File: config.mk
export PLATFORM = sky130hd
export DESIGN_NAME = datapath_sequencer_flat
export DESIGN_NICKNAME = d
export VERILOG_FILES = /design/src/rtl/datapath_pkg.sv /design/src/rtl/datapath_sequencer_if.sv /design/src/rtl/datapath_sequencer_seq_counter.sv /design/src/rtl/datapath_sequencer.sv /design/src/flat_wrapper.sv
export SDC_FILE = /design/constraint.sdc
export NUM_CORES = 1
export LEC_CHECK = 0
export CAP_MARGIN = 20
export CORE_MARGIN = 3
export CORE_UTILIZATION = 35
export DETAILED_ROUTE_END_ITERATION = 8
export MAX_ROUTING_LAYER = met4
export PLACE_DENSITY_LB_ADDON = 0.12
export SKIP_CTS_REPAIR_TIMING = 1
export SYNTH_ARGS = -nofsm -noshare
export SYNTH_HDL_FRONTEND = slang
export SYNTH_SLANG_ARGS = --single-unit
File: constraint.sdc
create_clock -name clk -period 2.15 [get_ports clk]
set_input_delay 0.3225 -clock clk [delete_from_list [all_inputs] [get_ports clk]]
set_output_delay 0.3225 -clock clk [all_outputs]
set_load 0.02 [all_outputs]
File: src/rtl/datapath_pkg.sv
// Shared types and constants for the register-file/ALU command sequencer.
package datapath_pkg;

  localparam int unsigned REG_AW = 4;
  localparam int unsigned OP_W   = 3;
  localparam int unsigned SEL_W  = 4;
  localparam int unsigned LAT_W  = 3;

  typedef enum logic [2:0] {
    OP_ADD = 3'd0,
    OP_SHR = 3'd1,
    OP_EQ  = 3'd2,
    OP_AND = 3'd3,
    OP_MOV = 3'd4
  } alu_op_e;

  typedef enum logic [1:0] {
    KIND_ALU  = 2'd0,
    KIND_LOAD = 2'd1,
    KIND_NOP  = 2'd2,
    KIND_RSVD = 2'd3
  } cmd_kind_e;

  typedef enum logic [1:0] {
    S_IDLE  = 2'd0,
    S_OPER  = 2'd1,
    S_WRITE = 2'd2,
    S_RESP  = 2'd3
  } seq_state_e;

  // MOV is the harmless op parked on the datapath when nothing is running.
  localparam alu_op_e OP_IDLE = OP_MOV;

  function automatic logic op_legal(input logic [OP_W-1:0] op);
    return op <= OP_W'(OP_MOV);
  endfunction

endpackage

File: src/rtl/datapath_sequencer_if.sv
// Command and response handshake bundle between host and sequencer.
interface datapath_sequencer_if #(
  parameter int unsigned REP_W = 4
);
  import datapath_pkg::*;

  logic              cmd_valid;
  logic              cmd_ready;
  logic [1:0]        cmd_kind;
  logic [OP_W-1:0]   cmd_op;
  logic [REG_AW-1:0] cmd_wa;
  logic [REG_AW-1:0] cmd_raa;
  logic [REG_AW-1:0] cmd_rab;
  logic [SEL_W-1:0]  cmd_sel;
  logic [REP_W-1:0]  cmd_rep;
  logic              rsp_valid;
  logic              rsp_ready;
  logic              rsp_flag;
  logic              rsp_err;

  modport master (
    output cmd_valid, cmd_kind, cmd_op, cmd_wa, cmd_raa, cmd_rab, cmd_sel, cmd_rep,
    input  cmd_ready,
    input  rsp_valid, rsp_flag, rsp_err,
    output rsp_ready
  );

  modport slave (
    input  cmd_valid, cmd_kind, cmd_op, cmd_wa, cmd_raa, cmd_rab, cmd_sel, cmd_rep,
    output cmd_ready,
    output rsp_valid, rsp_flag, rsp_err,
    input  rsp_ready
  );

endinterface

File: src/rtl/datapath_sequencer_seq_counter.sv
// Loadable saturating down-counter; zero_c flags the final count.
module seq_counter #(
  parameter int unsigned W = 4
) (
  input  logic         clk,
  input  logic         rst_n,
  input  logic         load,
  input  logic [W-1:0] load_val,
  input  logic         dec,
  output logic         zero_c
);

  logic [W-1:0] count;

  always_ff @(posedge clk or negedge rst_n) begin
    if (!rst_n) begin
      count <= '0;
    end else if (load) begin
      count <= load_val;
    end else if (dec && (count != '0)) begin
      count <= count - W'(1);
    end
  end

  assign zero_c = (count == '0);

endmodule

File: src/rtl/datapath_sequencer.sv
// Command-level controller: sequences operand read, execute, write-back and
// repeats on the register-file/ALU datapath, then returns a status response.
module datapath_sequencer
  import datapath_pkg::*;
#(
  parameter int unsigned EXEC_LAT = 1,
  parameter int unsigned REP_W    = 4
) (
  input  logic               clk,
  input  logic               rst_n,
  datapath_sequencer_if.slave bus,
  output logic               Wen,
  output logic [REG_AW-1:0]  WA,
  output logic [REG_AW-1:0]  RAA,
  output logic [REG_AW-1:0]  RAB,
  output logic [OP_W-1:0]    Op,
  output logic [SEL_W-1:0]   Sel,
  input  logic               Flag,
  output logic               busy
);

  seq_state_e        state, state_d;
  logic              wen_d;
  logic [REG_AW-1:0] wa_d, raa_d, rab_d;
  logic [OP_W-1:0]   op_d;
  logic [SEL_W-1:0]  sel_d;
  logic              rsp_valid_q, rsp_valid_d;
  logic              rsp_flag_q, rsp_flag_d;
  logic              rsp_err_q, rsp_err_d;
  logic              cmd_ready_q;
  logic              lat_load, lat_dec, lat_zero_c;
  logic              rep_load, rep_dec, rep_zero_c;

  // Execution-latency wait, reloaded at the start of every iteration.
  seq_counter #(.W(LAT_W)) u_lat_cnt (
    .clk      (clk),
    .rst_n    (rst_n),
    .load     (lat_load),
    .load_val (LAT_W'(EXEC_LAT - 1)),
    .dec      (lat_dec),
    .zero_c   (lat_zero_c)
  );

  // Remaining extra iterations for the current command.
  seq_counter #(.W(REP_W)) u_rep_cnt (
    .clk      (clk),
    .rst_n    (rst_n),
    .load     (rep_load),
    .load_val (bus.cmd_rep),
    .dec      (rep_dec),
    .zero_c   (rep_zero_c)
  );

  assign lat_dec = (state == S_OPER);

  always_comb begin
    state_d     = state;
    wen_d       = 1'b0;
    wa_d        = WA;
    raa_d       = RAA;
    rab_d       = RAB;
    op_d        = Op;
    sel_d       = Sel;
    rsp_valid_d = rsp_valid_q;
    rsp_flag_d  = rsp_flag_q;
    rsp_err_d   = rsp_err_q;
    lat_load    = 1'b0;
    rep_load    = 1'b0;
    rep_dec     = 1'b0;

    case (state)
      S_IDLE: begin
        if (bus.cmd_valid) begin
          rep_load   = 1'b1;
          rsp_flag_d = 1'b0;
          rsp_err_d  = 1'b0;
          case (bus.cmd_kind)
            KIND_ALU: begin
              if (op_legal(bus.cmd_op)) begin
                state_d = S_OPER;
                op_d    = bus.cmd_op;
              end else begin
                state_d   = S_RESP;
                rsp_err_d = 1'b1;
              end
            end
            KIND_LOAD: begin
              state_d = S_OPER;
              op_d    = OP_W'(OP_MOV);
            end
            KIND_NOP: state_d = S_RESP;
            default: begin
              state_d   = S_RESP;
              rsp_err_d = 1'b1;
            end
          endcase
          // Datapath controls only move for commands that actually execute.
          if (state_d == S_OPER) begin
            lat_load = 1'b1;
            wa_d     = bus.cmd_wa;
            raa_d    = bus.cmd_raa;
            rab_d    = bus.cmd_rab;
            sel_d    = bus.cmd_sel;
          end else begin
            rsp_valid_d = 1'b1;
          end
        end
      end

      S_OPER: begin
        if (lat_zero_c) begin
          if (Op == OP_W'(OP_EQ)) begin
            state_d     = S_RESP;
            rsp_valid_d = 1'b1;
            rsp_flag_d  = Flag;
          end else begin
            state_d = S_WRITE;
            wen_d   = 1'b1;
          end
        end
      end

      S_WRITE: begin
        if (!rep_zero_c) begin
          // Next iteration consumes the value just written.
          state_d  = S_OPER;
          rep_dec  = 1'b1;
          lat_load = 1'b1;
          raa_d    = WA;
        end else begin
          state_d     = S_RESP;
          rsp_valid_d = 1'b1;
        end
      end

      S_RESP: begin
        if (bus.rsp_ready) begin
          state_d     = S_IDLE;
          rsp_valid_d = 1'b0;
        end
      end

      default: state_d = S_IDLE;
    endcase
  end

  always_ff @(posedge clk or negedge rst_n) begin
    if (!rst_n) begin
      state       <= S_IDLE;
      Wen         <= 1'b0;
      WA          <= '0;
      RAA         <= '0;
      RAB         <= '0;
      Op          <= OP_W'(OP_IDLE);
      Sel         <= '0;
      rsp_valid_q <= 1'b0;
      rsp_flag_q  <= 1'b0;
      rsp_err_q   <= 1'b0;
      busy        <= 1'b0;
      cmd_ready_q <= 1'b1;
    end else begin
      state       <= state_d;
      Wen         <= wen_d;
      WA          <= wa_d;
      RAA         <= raa_d;
      RAB         <= rab_d;
      Op          <= op_d;
      Sel         <= sel_d;
      rsp_valid_q <= rsp_valid_d;
      rsp_flag_q  <= rsp_flag_d;
      rsp_err_q   <= rsp_err_d;
      busy        <= (state_d != S_IDLE);
      cmd_ready_q <= (state_d == S_IDLE);
    end
  end

  assign bus.cmd_ready = cmd_ready_q;
  assign bus.rsp_valid = rsp_valid_q;
  assign bus.rsp_flag  = rsp_flag_q;
  assign bus.rsp_err   = rsp_err_q;

endmodule
File: src/flat_wrapper.sv
// flat-port wrapper written by rule: the top's interface ports become plain ports
module datapath_sequencer_flat import datapath_pkg::*;
#(
  parameter int unsigned EXEC_LAT = 1,
  parameter int unsigned REP_W    = 4
)
  (clk, rst_n, Wen, WA, RAA, RAB, Op, Sel, Flag, busy, bus_cmd_valid, bus_cmd_kind, bus_cmd_op, bus_cmd_wa, bus_cmd_raa, bus_cmd_rab, bus_cmd_sel, bus_cmd_rep, bus_cmd_ready, bus_rsp_valid, bus_rsp_flag, bus_rsp_err, bus_rsp_ready);
  datapath_sequencer_if #(.REP_W(REP_W)) bus_i ();
  input  logic clk;
  input  logic rst_n;
  output logic Wen;
  output logic [REG_AW-1:0] WA;
  output logic [REG_AW-1:0] RAA;
  output logic [REG_AW-1:0] RAB;
  output logic [OP_W-1:0] Op;
  output logic [SEL_W-1:0] Sel;
  input  logic Flag;
  output logic busy;
  input wire logic [$bits(bus_i.cmd_valid)-1:0] bus_cmd_valid;
  input wire logic [$bits(bus_i.cmd_kind)-1:0] bus_cmd_kind;
  input wire logic [$bits(bus_i.cmd_op)-1:0] bus_cmd_op;
  input wire logic [$bits(bus_i.cmd_wa)-1:0] bus_cmd_wa;
  input wire logic [$bits(bus_i.cmd_raa)-1:0] bus_cmd_raa;
  input wire logic [$bits(bus_i.cmd_rab)-1:0] bus_cmd_rab;
  input wire logic [$bits(bus_i.cmd_sel)-1:0] bus_cmd_sel;
  input wire logic [$bits(bus_i.cmd_rep)-1:0] bus_cmd_rep;
  output wire logic [$bits(bus_i.cmd_ready)-1:0] bus_cmd_ready;
  output wire logic [$bits(bus_i.rsp_valid)-1:0] bus_rsp_valid;
  output wire logic [$bits(bus_i.rsp_flag)-1:0] bus_rsp_flag;
  output wire logic [$bits(bus_i.rsp_err)-1:0] bus_rsp_err;
  input wire logic [$bits(bus_i.rsp_ready)-1:0] bus_rsp_ready;
  assign bus_i.cmd_valid = bus_cmd_valid;
  assign bus_i.cmd_kind = bus_cmd_kind;
  assign bus_i.cmd_op = bus_cmd_op;
  assign bus_i.cmd_wa = bus_cmd_wa;
  assign bus_i.cmd_raa = bus_cmd_raa;
  assign bus_i.cmd_rab = bus_cmd_rab;
  assign bus_i.cmd_sel = bus_cmd_sel;
  assign bus_i.cmd_rep = bus_cmd_rep;
  assign bus_cmd_ready = bus_i.cmd_ready;
  assign bus_rsp_valid = bus_i.rsp_valid;
  assign bus_rsp_flag = bus_i.rsp_flag;
  assign bus_rsp_err = bus_i.rsp_err;
  assign bus_i.rsp_ready = bus_rsp_ready;
  datapath_sequencer #(.EXEC_LAT(EXEC_LAT), .REP_W(REP_W)) u_core (.clk(clk), .rst_n(rst_n), .bus(bus_i), .Wen(Wen), .WA(WA), .RAA(RAA), .RAB(RAB), .Op(Op), .Sel(Sel), .Flag(Flag), .busy(busy));
endmodule
==> impl_metrics.yaml, run 1 <==
status:
  status: "finished clean"
final_layout:
  area_growth_pct: 45.2
  final_cell_area_um2: 2410
  fin_nets: 235
  drive_above_1_share_pct: 19.4
  antenna_cells: 0
  post-route-util_pct: 53.8
floorplanning:
  ios: 55
  rows: 24
  dieWidth_um: 74.8
  die_y_um: 74.8
  start_util_pct: 37.0
  die_area_um2: 5590
  coreArea_um2: 4470
timing:
  worstMarginPinSlew_ns: 0.534
  relSlewSlack_pct: 64.2
  setup-tns-final_ns: 0
  hold_ws_ns: 0.447
  min_period_over_period_pct: 89.8
  rsz0062_at_grt: "no"
  finalSetupViolCount: 0
  drv_slew: 0
  finalHoldViolations: 0
  final.setup_skew_ns: 0.00567
  period_minus_slack_ns: 1.93
  fmax_mhz: 518
drt:
  dr.pass1.iters: 4
  wl_per_cell_um: 14.6
  drt_wl_total_um: 3700
  vias: 1267
  drcViolationCount: 0
  postRouteAntennaNets: 0
  drt_iter0_drc: 52
  viasPerCell: 5.01
power_and_ir_drop:
  p_per_area_nw_per_um2: 1330
  p_seq_share_pct: 36.5
  p_leak_nw: 1.02
  ir_drop_uv: 608
  p_sw_share_pct: 36.5
  intPower_mw: 2.04
  pwr-share-comb_pct: 48.5
  p_clk_share_pct: 15.0
  power.switching_mw: 1.17
critical_path:
  path_max_fanout: 4
  critPathArrivalTime_ns: 2.08
  worstSetupStartpointType: "input port"
  cpPeakStageDelay_ns: 0.49
  required_ns: 2.30
  critPathBufInv: 3
  crit_type: "in2reg"
  worstSetupEndpointType: "flop"
  cpMaxStageDelayCell: "clkdlybuf4s50_1"
  path_cells: "clkdlybuf4s50_1, inv_1, ha_1, o211a_1, buf_4, o21a_1, mux4_2"
  crit_family: "buffers and inverters"
placed_design:
  placed_area_um2: 2310
  dp_hpwl_um: 2730
  gp_congestion: 0.841
  io_buffer_count: 54
global_route:
  grt_antenna_before_repair: 0
  grt_pass1_vias: 1278
  grtUsageTotal_pct: 14.9
  grt_pass1_wl_um: 6060
  grt_max_degree: 35
  grt-ovfl-total: 0
synthesis:
  ys_ff_latch: 34
  yosys_warnings: 0
  syn_nets: 170
  synthCells: 135
  syn_avg_cell_area_um2: 12.3
  synth_cell_types: 37
  yosysSeqAreaShare_pct: 51.5
  synthesis.area_um2: 1660
min_path:
  min_path_type: "in2async"
flow_run:
  maxCapViolCount: 0
cts:
  cts_buffers: 5
  insertion_delay_ns: 0.28
  cts_root_buffer: "clkbuf_8"
  clk_pin_slew_ns: 0.07
  htree_levels: 2
  cts_buffer_depth: 2
  cts_tree: "yes"
  cts.sink_count: 34
[metal layers]
layer / routed length, um / part of all wire [%] / track usage [%]
met1: 1610 / 44 / 18.5
met2: 1820 / 49 / 23.0
met3: 225 / 6.1 / 4.81
met4: 45 / 1.2 / 4.74
met5: 0 / 0 / -
[power groups by stage]
stage          clock network (mW)  logic (mW)  registers (mW)
6_report                    0.481        1.56            1.17
5_1_grt                     0.528        1.69            1.21
4_1_cts                     0.505        1.58            1.17
3_5_place_dp                    0        1.58            1.17
3_3_place_gp                    0        1.55            1.16
2_1_floorplan                   0       0.631            1.40
[kinds of logic after synthesis]
kind of cell	synth area share, %
AOI/OAI and AO/OA	9.59
xor gates and xnor gates	0.529
adders and majority gates	3.78
buffers and inverters	4.15
DFF	51.5
muxes	17.6
and+or+nand+nor	12.8
[Yosys cell counts]
library cell  count  area (um2)
nor2b_1           6        37.5
nor4_1            2        12.5
o31ai_1           1        7.51
or3_1             3        18.8
xnor2_1           1        8.76
a211o_1           1        8.76
nor3_1            1        5.00
buf_6             1        11.3
mux4_2            1        22.5
ha_1              5        62.6
o32ai_4           1        27.5
clkbuf_1          3        11.3
buf_2             1        5.00
nand2b_1          2        12.5
inv_1            11        41.3
o21ba_2           1        10.0
nor3b_2           1        12.5
dfrtp_1          32         801
nor3_4            1        16.3
nand3_1           1        5.00
dfstp_2           2        52.6
nor4bb_1          1        10.0
o2111a_1          1        11.3
o41ai_1           1        8.76
or3b_4            1        11.3
nand2_1           2        7.51
o21a_1            2        15.0
o311a_1           1        10.0
nor3b_1           1        7.51
mux2_1            8        90.1
mux2_2           15         169
o21ai_0           5        25.0
nor2_1           11        41.3
o211a_1           1        10.0
a31oi_1           4        25.0
mux2i_1           1        10.0
or4_1             2        15.0
[placed cells by master, fill, tap and decap left out, types with 3 or more instances in the layout]
cell type / instances
clkdlybuf4s50_1: 54
dfrtp_1: 32
mux2_2: 15
inv_1: 11
nor2_1: 11
mux2_1: 8
buf_4: 8
nor2b_1: 6
clkbuf_8: 6
o21ai_0: 5
ha_1: 5
a31oi_1: 4
or3_1: 3
[registers in the layout (all words and copies together), names as in the netlist, 2 cells and up]
name	flops
u_core.Sel	4
u_core.RAB	4
u_core.Op	3
u_core.RAA	4
u_core.WA	4
u_core.state	2
u_core.u_lat_cnt.count	3
u_core.u_rep_cnt.count	4
[per-stage QoR]
stage          power [mW]  std cells  setup slack [ns]
3_3_place_gp         2.72        245           -0.0104
6_report             3.21        253             0.220
3_5_place_dp         2.75        245           -0.0744
4_1_cts              3.26        253             0.230
2_1_floorplan        2.03        135             0.470
5_1_grt              3.43        253             0.149
[path summary, 6_finish.rpt]
kind / end / slack, ns / cells after the start / startpoint
min: u_core.u_rep_cnt.count[2]$_DFFE_PN0P_ / 0.45 / 2 / rst_n
max: u_core.state[1]$_DFF_PN0_ / 0.22 / 7 / bus_cmd_kind[0]
max reg2reg: u_core.u_lat_cnt.count[2]$_DFFE_PN0P_ / 0.29 / 6 / u_core.u_lat_cnt.count[0]$_DFFE_PN0P_
min in group clk: u_core.bus.rsp_err$_DFFE_PN0P_ / 0.48 / 2 / u_core.bus.rsp_err$_DFFE_PN0P_
min reg2reg: u_core.bus.rsp_err$_DFFE_PN0P_ / 0.48 / 2 / u_core.bus.rsp_err$_DFFE_PN0P_
max in group asynchronous: u_core.bus.cmd_ready$_DFF_PN1_ / 1.37 / 2 / rst_n
[final cells by class]
cell class,count,area (um2)
fill,399,2070
sequential,34,853
multi-input combinational,85,734
timing repair buffer,63,621
clock buffer,7,86.3
tap,52,65.1
inverter,11,41.3
clock inverter,1,5.00
Note: power is estimated with default switching activity, not from simulation.
==> run 2, diff against run 1 <==
Settings changed: CORE_MARGIN 3 to 2, PLACE_DENSITY_LB_ADDON 0.12 to not set.
==> impl_metrics.yaml, run 2 (same netlist as run 1, synthesis figures left out) <==
status:
  status: "finished clean"
timing:
  setup-tns-final_ns: 0
  final.setup_skew_ns: 0.00694
  period_minus_slack_ns: 1.92
  drv_slew: 0
  finalSetupViolCount: 0
  min_period_over_period_pct: 89.5
  relSlewSlack_pct: 63.4
  hold_ws_ns: 0.451
  rsz0062_at_grt: "no"
  worstMarginPinSlew_ns: 0.546
  fmax_mhz: 520
  finalHoldViolations: 0
drt:
  postRouteAntennaNets: 0
  drt_iter0_drc: 78
  drcViolationCount: 0
  wl_per_cell_um: 14.1
  viasPerCell: 4.96
  drt_wl_total_um: 3610
  vias: 1270
  dr.pass1.iters: 4
final_layout:
  fillerInstances: 417
  final_cell_area_um2: 2430
  multi_input_area_um2: 734
  final_common_cell: "clkdlybuf4s50_1"
  area_growth_pct: 47.0
  final_cells: 256
  regArea_um2: 853
  fin_nets: 236
  mostFrequentLayoutCells: "clkdlybuf4s50_1 (54), dfrtp_1 (32), mux2_2 (15)"
  antenna_cells: 0
  drive_above_1_share_pct: 20.3
floorplanning:
  dieWidth_um: 72.8
  start_util_pct: 35.8
  rows: 25
  ios: 55
  coreArea_um2: 4630
  die_y_um: 72.8
  die_area_um2: 5300
power_and_ir_drop:
  p_per_area_nw_per_um2: 1350
  ir_drop_uv: 547
  p_leak_nw: 1.03
cts:
  cts_tree: "yes"
  insertion_delay_ns: 0.28
  cts_buffer_depth: 2
  cts_buffers: 5
  cts_root_buffer: "clkbuf_8"
  htree_levels: 2
  clk_pin_slew_ns: 0.06
  cts.sink_count: 34
critical_path:
  path_max_fanout: 4
  rrSetupSlack_ns: 0.35
  required_ns: 2.29
  worstSetupStartpointType: "input port"
  worstSetupEndpointType: "flop"
  crit_type: "in2reg"
  critPathArrivalTime_ns: 2.07
global_route:
  grtUsageTotal_pct: 15.7
  grt_pass1_wl_um: 6180
  grt-ovfl-total: 0
  grt_antenna_before_repair: 0
  grt_pass1_vias: 1329
  grt_max_degree: 35
min_path:
  min_path_type: "in2async"
placed_design:
  dp_hpwl_um: 2750
  place_inst: 248
  placed_area_um2: 2320
  gp_congestion: 0.779
  io_buffer_count: 54
flow_run:
  maxCapViolCount: 0
==> run 2: cell count changes in the layout (fill, tap and decap cells not counted) <==
cell      previous run  this run
clkbuf_8             6         8
clkbuf_1             1         0
clkinv_2             1         0
buf_4                8         9
==> run 2: critical path, cell delays in order <==
cell and delay, ns:
clkdlybuf4s50_1 0.48, inv_1 0.05, ha_1 0.22, o211a_1 0.20, buf_4 0.17, o21a_1 0.17
mux4_2 0.45
==> run 2: final timing paths <==
kind / from / to / cells past startpoint
max in group asynchronous: rst_n / u_core.bus.cmd_ready$_DFF_PN1_ / 2
hold / removal: rst_n / u_core.busy$_DFF_PN0_ / 2
min in group clk: u_core.bus.rsp_err$_DFFE_PN0P_ / u_core.bus.rsp_err$_DFFE_PN0P_ / 2
setup / recovery: bus_cmd_kind[0] / u_core.state[1]$_DFF_PN0_ / 7
hold reg to reg: u_core.bus.rsp_err$_DFFE_PN0P_ / u_core.bus.rsp_err$_DFFE_PN0P_ / 2
setup reg to reg: u_core.u_lat_cnt.count[0]$_DFFE_PN0P_ / u_core.u_lat_cnt.count[2]$_DFFE_PN0P_ / 6
==> run 2: final cells by class <==
class,count,area share (%)
multi-input combinational,85,30.2
clock buffer,8,4.52
tap,54,2.77
timing repair buffer,64,25.8
inverter,11,1.70
sequential,34,35.0
==> run 2: per-layer routing <==
layer  up-vias  share of wire (%)  GRT usage, %
met2        42                 49          25.2
met3         4                5.4          4.56
met1       613                 45          19.3
li1        611                  -             -
met5         -                  0             -
met4         0                1.0          4.53
==> run 2: metrics by stage <==
| step | setup WS [ns] | total power [mW] | utilization [%] |
|---|---|---|---|
| 2_1_floorplan | 0.470 | 2.03 | - |
| 3_3_place_gp | -0.0163 | 2.72 | 50.2 |
| 3_5_place_dp | -0.0653 | 2.77 | 50.2 |
| 4_1_cts | 0.227 | 3.33 | 52.6 |
| 5_1_grt | 0.142 | 3.51 | 52.6 |
| 6_report | 0.226 | 3.28 | 52.6 |
==> run 2: where the power goes <==
group          internal (mW)  leakage, nW  switching (mW)
Clock                  0.323       0.0575           0.222
Sequential             0.946        0.408           0.194
Combinational          0.849        0.564           0.748
Total                   2.12         1.03            1.17
==> run 3, diff against run 2 <==
Settings changed: CORE_MARGIN 2 to 4.
==> impl_metrics.yaml, run 3 (same netlist as run 1, synthesis figures left out) <==
power_and_ir_drop:
  p_sw_share_pct: 36.2
  p_leak_nw: 1.02
  intPower_mw: 2.05
  p_per_area_nw_per_um2: 1330
  p_clk_share_pct: 14.9
  power.switching_mw: 1.16
  p_seq_share_pct: 35.3
  pwr-share-comb_pct: 49.8
  ir_drop_uv: 563
critical_path:
  worstSetupEndpointType: "flop"
  critPathArrivalTime_ns: 2.06
  path_max_fanout: 4
  crit_type: "in2reg"
  required_ns: 2.30
  worstSetupStartpointType: "input port"
final_layout:
  post-route-util_pct: 53.9
  area_growth_pct: 45.7
  fin_nets: 236
  final_common_cell: "clkdlybuf4s50_1"
  final_cell_area_um2: 2410
  mostFrequentLayoutCells: "clkdlybuf4s50_1 (54), dfrtp_1 (32), mux2_2 (15)"
  drive_above_1_share_pct: 19.8
  antenna_cells: 0
timing:
  finalSetupViolCount: 0
  min_period_over_period_pct: 88.8
  relSlewSlack_pct: 62.4
  drv_slew: 0
  period_minus_slack_ns: 1.91
  rsz0062_at_grt: "no"
  final.setup_skew_ns: 0.00258
  fin_ws_ns: 0.242
  worstMarginPinSlew_ns: 0.561
  fmax_mhz: 524
  finalHoldViolations: 0
placed_design:
  placed_area_um2: 2320
  dp_hpwl_um: 2960
  io_buffer_count: 54
  dpl_worst_slack_ns: -0.0597
  gp_congestion: 0.779
cts:
  cts.sink_count: 34
  clk_pin_slew_ns: 0.07
  htree_levels: 2
  cts_buffers: 5
  cts_buffer_depth: 2
  insertion_delay_ns: 0.28
  cts_tree: "yes"
  cts_root_buffer: "clkbuf_8"
drt:
  drt_iter0_drc: 41
  postRouteAntennaNets: 0
  vias: 1258
  viasPerCell: 4.95
  drt_wl_total_um: 3820
  drcViolationCount: 0
  dr.pass1.iters: 4
  wl_per_cell_um: 15.0
global_route:
  grt_pass1_wl_um: 6400
  grt_max_degree: 35
  grtUsageTotal_pct: 14.0
  grt-ovfl-total: 0
  grt_pass1_vias: 1268
  grt_antenna_before_repair: 0
floorplanning:
  die_area_um2: 5900
  start_util_pct: 37.0
  rows: 24
  coreArea_um2: 4470
  die_y_um: 76.8
  ios: 55
  dieWidth_um: 76.8
min_path:
  min_path_type: "in2async"
flow_run:
  maxCapViolCount: 0
status:
  status: "finished clean"
run 3: changes by cell type in the layout (fill, tap and decap cells not counted), sizes merged:
cell	previous run	this run
clkinv	0	1
clkbuf	8	7
run 3: stage by stage:
| stage | setup TNS, ns | hold WS, ns | power, mW | instances |
|---|---|---|---|---|
| after global routing | 0 | 0.484 | 3.43 | 254 |
| after floorplan | 0 | 0.0269 | 2.03 | 135 |
| final | 0 | 0.447 | 3.22 | 254 |
| after CTS | 0 | 0.454 | 3.27 | 254 |
| after detailed placement | -0.481 | 0.476 | 2.78 | 246 |
| after global placement | -0.0114 | 0.465 | 2.72 | 246 |
run 3: path summary, 6_finish.rpt:
path / startpoint / end / slack [ns] / depth (start not counted)
setup / recovery: bus_cmd_kind[0] / u_core.state[1]$_DFF_PN0_ / 0.24 / 7
hold / removal: rst_n / u_core.RAB[0]$_DFFE_PN0P_ / 0.45 / 2
setup reg to reg: u_core.u_lat_cnt.count[0]$_DFFE_PN0P_ / u_core.u_lat_cnt.count[2]$_DFFE_PN0P_ / 0.34 / 6
hold reg to reg: u_core.bus.rsp_err$_DFFE_PN0P_ / u_core.bus.rsp_err$_DFFE_PN0P_ / 0.49 / 2
max in group asynchronous: rst_n / u_core.Op[2]$_DFFE_PN1P_ / 1.36 / 2
min in group clk: u_core.bus.rsp_err$_DFFE_PN0P_ / u_core.bus.rsp_err$_DFFE_PN0P_ / 0.49 / 2
run 3: critical path, cell delays in order:
cell and delay [ns]:
clkdlybuf4s50_1 0.48, inv_1 0.05, ha_1 0.22, o211a_1 0.20
buf_4 0.17, o21a_1 0.18, mux4_2 0.44
run 3: power by group through the flow:
stage                     clock [mW]  combinational [mW]  sequential, mW
final                          0.481                1.60            1.13
after global routing           0.532                1.72            1.18
after CTS                      0.498                1.63            1.14
after detailed placement           0                1.63            1.15
after global placement             0                1.59            1.13
after floorplan                    0               0.631            1.40
run 3: area by class of cell:
class,instances,area [um2]
sequential,34,853
multi-input combinational,85,734
inverter,11,41.3
timing repair buffer,64,628
clock inverter,1,5.00
tap,52,65.1
fill,382,2060
clock buffer,7,86.3
run 3: per-layer routing:
layer  up-vias  wire length (um)  global-route usage, %
met2        24              1970                   22.4
li1        611                 -                      -
met4         0                64                   5.43
met5         -                 0                      -
met3         5               143                   4.33
met1       618              1640                   16.5
